**src/rtl/clk_period_meter.sv**
```systemverilog
// Measures period and high time of a slow, asynchronous divided clock in clk_in cycles,
// and tracks whether the measured period has settled within tolerance of EXPECT_DIV.
module clk_period_meter #(
  parameter int unsigned CNT_W      = 16,
  parameter int unsigned EXPECT_DIV = 4,
  parameter int unsigned TOL        = 0,
  parameter int unsigned LOCK_COUNT = 4
) (
  input  logic             clk_in,
  input  logic             rst,
  input  logic             sig_in,
  output logic [CNT_W-1:0] period,
  output logic [CNT_W-1:0] high_time,
  output logic             meas_valid,
  output logic             locked,
  output logic             timeout
);

  localparam int unsigned LoBound = (EXPECT_DIV > TOL) ? EXPECT_DIV - TOL : 0;
  localparam int unsigned HiBound = EXPECT_DIV + TOL;
  localparam int unsigned StreakW = $clog2(LOCK_COUNT + 1);
  localparam logic [CNT_W-1:0]   CntMax     = '1;
  localparam logic [StreakW-1:0] StreakFull = StreakW'(LOCK_COUNT);

  typedef enum logic {StIdle, StMeas} state_e;

  state_e             state_q, state_d;
  logic               s1_q, s2_q, s3_q;
  logic [CNT_W-1:0]   cnt_q, cnt_d;
  logic [CNT_W-1:0]   hi_q, hi_d;
  logic [StreakW-1:0] streak_q, streak_d;
  logic [CNT_W-1:0]   period_q, period_d;
  logic [CNT_W-1:0]   high_q, high_d;
  logic               locked_q, locked_d;
  logic               mv_q, mv_d;
  logic               to_q, to_d;
  logic               rise, fall, in_tol;

  // s1/s2 synchronize; s3 is the delayed copy used for edge detection
  always_ff @(posedge clk_in or negedge rst) begin
    if (!rst) begin
      s1_q <= 1'b0;
      s2_q <= 1'b0;
      s3_q <= 1'b0;
    end else begin
      s1_q <= sig_in;
      s2_q <= s1_q;
      s3_q <= s2_q;
    end
  end

  assign rise   = s2_q & ~s3_q;
  assign fall   = ~s2_q & s3_q;
  assign in_tol = (64'(cnt_q) >= 64'(LoBound)) && (64'(cnt_q) <= 64'(HiBound));

  always_comb begin
    state_d  = state_q;
    cnt_d    = cnt_q;
    hi_d     = hi_q;
    streak_d = streak_q;
    period_d = period_q;
    high_d   = high_q;
    locked_d = locked_q;
    mv_d     = 1'b0;
    to_d     = 1'b0;
    unique case (state_q)
      StIdle: begin
        if (rise) begin
          state_d = StMeas;
          cnt_d   = CNT_W'(1);
        end
      end
      StMeas: begin
        if (rise) begin
          period_d = cnt_q;
          high_d   = hi_q;
          mv_d     = 1'b1;
          cnt_d    = CNT_W'(1);
          if (in_tol) begin
            streak_d = (streak_q == StreakFull) ? streak_q : streak_q + StreakW'(1);
          end else begin
            streak_d = '0;
          end
          locked_d = (streak_d == StreakFull);
        end else begin
          if (fall) hi_d = cnt_q;
          if (cnt_q == CntMax) begin
            to_d     = 1'b1;
            state_d  = StIdle;
            streak_d = '0;
            locked_d = 1'b0;
          end else begin
            cnt_d = cnt_q + CNT_W'(1);
          end
        end
      end
    endcase
  end

  always_ff @(posedge clk_in or negedge rst) begin
    if (!rst) begin
      state_q  <= StIdle;
      cnt_q    <= '0;
      hi_q     <= '0;
      streak_q <= '0;
      period_q <= '0;
      high_q   <= '0;
      locked_q <= 1'b0;
      mv_q     <= 1'b0;
      to_q     <= 1'b0;
    end else begin
      state_q  <= state_d;
      cnt_q    <= cnt_d;
      hi_q     <= hi_d;
      streak_q <= streak_d;
      period_q <= period_d;
      high_q   <= high_d;
      locked_q <= locked_d;
      mv_q     <= mv_d;
      to_q     <= to_d;
    end
  end

  assign period     = period_q;
  assign high_time  = high_q;
  assign meas_valid = mv_q;
  assign locked     = locked_q;
  assign timeout    = to_q;

endmodule

```
**config.mk**
```make
export PLATFORM = sky130hd
export DESIGN_NAME = clk_period_meter
export DESIGN_NICKNAME = d
export VERILOG_FILES = /design/src/rtl/clk_period_meter.sv
export SDC_FILE = /design/constraint.sdc
export NUM_CORES = 1
export LEC_CHECK = 0
export CORE_MARGIN = 8
export CORE_UTILIZATION = 59
export DETAILED_ROUTE_END_ITERATION = 16
export GPL_ROUTABILITY_DRIVEN = 0
export PLACE_DENSITY_LB_ADDON = 0.2
export SLEW_MARGIN = 40
export SYNTH_ARGS = -nofsm -noshare
export SYNTH_HDL_FRONTEND = slang
export SYNTH_SLANG_ARGS = --single-unit
```
**constraint.sdc**
```tcl
create_clock -name clk_in -period 3.1 [get_ports clk_in]
set_clock_uncertainty 0.15 [all_clocks]
set_input_delay 0.31 -clock clk_in [delete_from_list [all_inputs] [get_ports clk_in]]
set_output_delay 0.31 -clock clk_in [all_outputs]
set_load 0.02 [all_outputs]
```
* Word level (Yosys, flattened, before mapping)
Cells that the tools add are included. W data, S select, Z words.
Operators by class: $add $sub $neg 2, order comparisons 2, equality and inequality tests 5, muxes and demuxes 20, bitwise gates (word level) 6, reductions and logical operators 6
Operators by type and width (count):
- $mux W16 | 3
- $pmux W16 S2 | 1
- $mux W3 | 6
- $add A16 B1 Y16 const B | 1
- $eq A16 B16 Y1 const B | 1
- $ge A16 B3 Y1 const B | 1
- $le A16 B3 Y1 const B | 1
- $mux W1 | 9
- $eq A3 B3 Y1 const B | 2
- $reduce_and A2 Y1 | 3
- $not A1 Y1 | 4
- $add A3 B1 Y3 const B | 1
- $ne A3 B3 Y1 const B | 1
- $reduce_and A3 Y1 | 1
- $and A1 B1 Y1 | 2
- $ne A2 B2 Y1 const B | 1
- $pmux W1 S2 | 1
- $reduce_bool A2 Y1 | 1
- $logic_and A1 B1 Y1 | 1
Storage, ports and cells: register bits after elaboration 74, output and inout bits 35, logic and storage cells 53

* Logic depth before layout (Yosys ltp)
word-level depth 7, gate-level depth with buffers 7

* Worst setup path before layout
OpenSTA, ideal clock, no wires.
path kind reg-to-reg, start point register cnt_q[1], end point register cnt_q[4], setup time 132 ps, arrival 1658 ps, data required time 2818 ps, path slack 1160 ps, stages on the path, launching flop included 7, path through dfrtp_1 -> ha_1 -> nand3_1 -> nor4_1 -> or3b_1 -> xor2_1 -> nor2_1
Between the ends: word-level cells in the longest chain between the ends 4, elaborated cells between the ends (all ways) 7, classes of those cells add/sub (1); eq/ne (2); mux (3); reduce/logical (1)
RTL lines:
- from (decl) | RTL line 29 | logic [CNT_W-1:0] cnt_q, cnt_d;
- from (signal assigned) | RTL line 113 | cnt_q <= cnt_d;
- $add A16 B1 Y16 | RTL line 93 | cnt_d = cnt_q + CNT_W'(1);
- $mux W16 | RTL line 87 | if (cnt_q == CntMax) begin
- $mux W16 | RTL line 74 | if (rise) begin
- $pmux W16 S2 | RTL line 66 | unique case (state_q)
Parallel ways exist; a longest one is shown, timed or not. The select of a mux whose other input is x is not followed. A chain may end at the register's enable or synchronous reset.

* Final worst setup path
start point register cnt_q[8], end point register cnt_q[0]
Between the ends: word-level cells in the longest chain between the ends 3
RTL lines (RTL line):
- $eq A16 B16 Y1 | 87
- $ne A3 B3 Y1 (no line)
- $reduce_and A2 Y1 (no line)
Every way passes these cells.

==> flow_metrics.tcl <==
set metrics [dict create \
    outcome "finished, final reports clean" \
    netlist.area_leader.share 0.5901 \
    worst-r2r-cell-count 5 \
    drtAntennaViolNets 0 \
    grt_pass1_vias 2346 \
    holdWs_ns 0.2102 \
    combPwrFrac 0.162 \
    startpoint "cnt_q[8]$_DFFE_PN0P_" \
    seq_area_frac_synth 0.5901 \
    drtIter0Drc 182 \
    cts_tree "built" \
    synth_largest_area_cell "dfrtp_1" \
    die_area_um2 7909 \
    io_pins 38 \
    wirelength_um 6383 \
    cp_data_arrival_time_ns 2.24 \
    r2r-start "cnt_q[8]$_DFFE_PN0P_" \
    min_period_over_period 0.7009 \
    grt_max_degree 50 \
    clk_latency_ns 0.35 \
    antenna_found_initial 0 \
    async_flop_share 1.000 \
    core_um2 5107 \
    cts-resized-gates 0 \
    dr_wl_met2_um 3044 \
    drive_above_1_share 0.1759 \
    clk_pin_slew_ns 0.08 \
    die_h_um 88.93 \
    fin_nets 326 \
    cap_violations 0 \
    top_layer "met4" \
    hold_path_class "reg2reg" \
    pre_cts_slack_ns 0.8587 \
    power.leakage_nw 1.815 \
    cts_buffers 9 \
    switching_share 0.2752 \
    seqPwrFrac 0.510 \
    met3_length_um 497 \
    final_common_cell "dfrtp_1" \
    ir_drop_uv 383.0 \
    cts_setup_buffers 0 \
    routedWlPerCell_um 16.20 \
    min_period_ns 2.173 \
    layout_common_cells "dfrtp_1 (74), nand2_1 (60), clkdlybuf4s50_1 (36), mux2_2 (29), nor2_1 (17)" \
    avgSynthCellArea_um2 11.21 \
    firstDrtPassIters 5 \
    rrSetupSlack_ns 0.93 \
    syn_nets 287 \
    crit_type "reg2reg" \
    grt_use_total 0.1797 \
    n_antenna_cell 0 \
    critPathRequiredTime_ns 3.17 \
    slew_headroom 0.5915 \
    die_x_um 88.93 \
    netlist_area_um2 3138 \
    htreeDepth 3 \
    final_hold_viol_count 0 \
    p_clk_frac 0.328 \
    endpoint "cnt_q[0]$_DFFE_PN0P_" \
    synthFlopType "dfrtp_1" \
    netSwitchingPower_w 0.0006146 \
    wl_met1_um 2594 \
    vias_per_cell 5.716 \
    syn_inst 280 \
    power.total_w 0.002233 \
    port_buffers 37 \
    ctsHoldBuffers 1 \
    synth_edf_count 0 \
    ys_top_cells_by_area "dfrtp_1 (59%), mux2_2 (10%), nand2_1 (7.2%), nor2_1 (2.0%), xnor2_1 (1.7%)" \
    setup_violations 0 \
    slew_viol_final 0 \
    rsz0062_at_grt "false" \
    ys_ff_latch 74 \
    n_fill_cell 395 \
    critPathLaunchType "flop" \
    fin_ws_ns 0.9272 \
    yosysWarnings 0 \
    root_buffer "clkbuf_8" \
    start_util 0.6144 \
    clock_path_buffers 2 \
    cts_num_sinks 74 \
    r2r_end "cnt_q[0]$_DFFE_PN0P_" \
    syn_to_final_growth_pct 20.53 \
    dpl.hpwl_um 4328 \
    grt_overflow 0 \
    vias 2252 \
    drc 0 \
    max_clock_freq_mhz 460.2 \
    cellPowerDensity_nw_per_um2 590.4 \
    crit_fanout 9 \
    row_count 26 \
    synth.distinct_cells 41 \
    end_kind "flop" \
    p_int_w 0.001618 \
    worst_pin_slew_ns 0.6077 \
    grt_pass1_wl_um 10860 \
    fin_tns_setup_ns 0 \
]
## registers in the layout, indices dropped and copies added (netlist names)
signal,flops
s2_q,1
state_q,1
s3_q,1
high_time,16
streak_q,3
period,16
cnt_q,16
timeout,1
hi_q,16
meas_valid,1
locked,1
s1_q,1
## layout make-up
class,instances,area (um^2),share of cell area
clock buffer,11,141.4,0.03738
clock inverter,5,53.80,0.01422
inverter,8,30.03,0.007939
multi-input combinational,184,1196,0.3162
sequential,74,1852,0.4896
tap,70,87.58,0.02316
timing repair buffer,42,421.7,0.1115
## critical path: stages, from the launching register on
cell     delay [ns]
dfrtp_1        0.53
nand4_2        0.21
or4_1          0.76
nand2_1        0.20
xnor2_1        0.13
nand2_1        0.07
## worst min path at each step
stage,from,endpoint,slack [ns],depth (start not counted)
finish,s1_q$_DFF_PN0_,s2_q$_DFF_PN0_,0.21,0
global route,s1_q$_DFF_PN0_,s2_q$_DFF_PN0_,0.22,0
CTS,s1_q$_DFF_PN0_,s2_q$_DFF_PN0_,0.21,0
detailed placement,rst,high_time[3]$_DFFE_PN0P_,0.20,1
global placement,rst,high_time[3]$_DFFE_PN0P_,0.19,1
floorplan,rst,cnt_q[0]$_DFFE_PN0P_,-0.14,0
## stage by stage
stage	util	std cells	instance area, um^2
floorplan	-	280	3138
global placement	0.6970	376	3560
detailed placement	0.6970	376	3560
finish	0.7406	394	3782
CTS	0.7371	393	3765
global route	0.7406	394	3782
## metal layers
layer,up-vias,global-route usage
li1,1025,-
met1,1099,0.2075
met2,99,0.2864
met3,29,0.04504
met4,0,0.1284
met5,-,0
## cells in the mapped netlist (2+ instances only)
master / instances
a21oi_1: 2
a31oi_1: 4
a41o_1: 2
buf_1: 3
buf_2: 4
buf_4: 2
clkbuf_1: 4
dfrtp_1: 74
ha_1: 4
inv_1: 8
mux2_2: 29
nand2_1: 60
nand3_1: 7
nand3b_1: 2
nand4_1: 4
nor2_1: 17
nor3_1: 9
nor4_1: 2
nor4b_1: 2
o21ai_0: 10
or3_1: 2
or4_1: 2
xnor2_1: 6
xor2_1: 4
## logic make-up (layout without fill, tap and decap cells)
logic type               after synthesis  in the layout  synth area share
AND/OR/NAND/NOR                      119            119            0.1842
AO/OA/AOI/OAI                         22             22           0.04705
buffers and inverters                 22             66           0.03070
adder cells (fa/ha/maj)                4              4           0.01595
XOR/XNOR                              10             10           0.02791
multiplexers                          29             29            0.1041
flip-flops                            74             74            0.5901
## power groups by stage
stage / registers (W) / clock network, W / logic, W
3_5_place_dp: 0.00116 / 0 / 0.000362
6_report: 0.00114 / 0.000732 / 0.000362
5_1_grt: 0.00115 / 0.000784 / 0.000399
4_1_cts: 0.00114 / 0.000745 / 0.000364
3_3_place_gp: 0.00116 / 0 / 0.000354
2_1_floorplan: 0.00118 / 0 / 0.000186
Power figures use the tool's default switching activity.
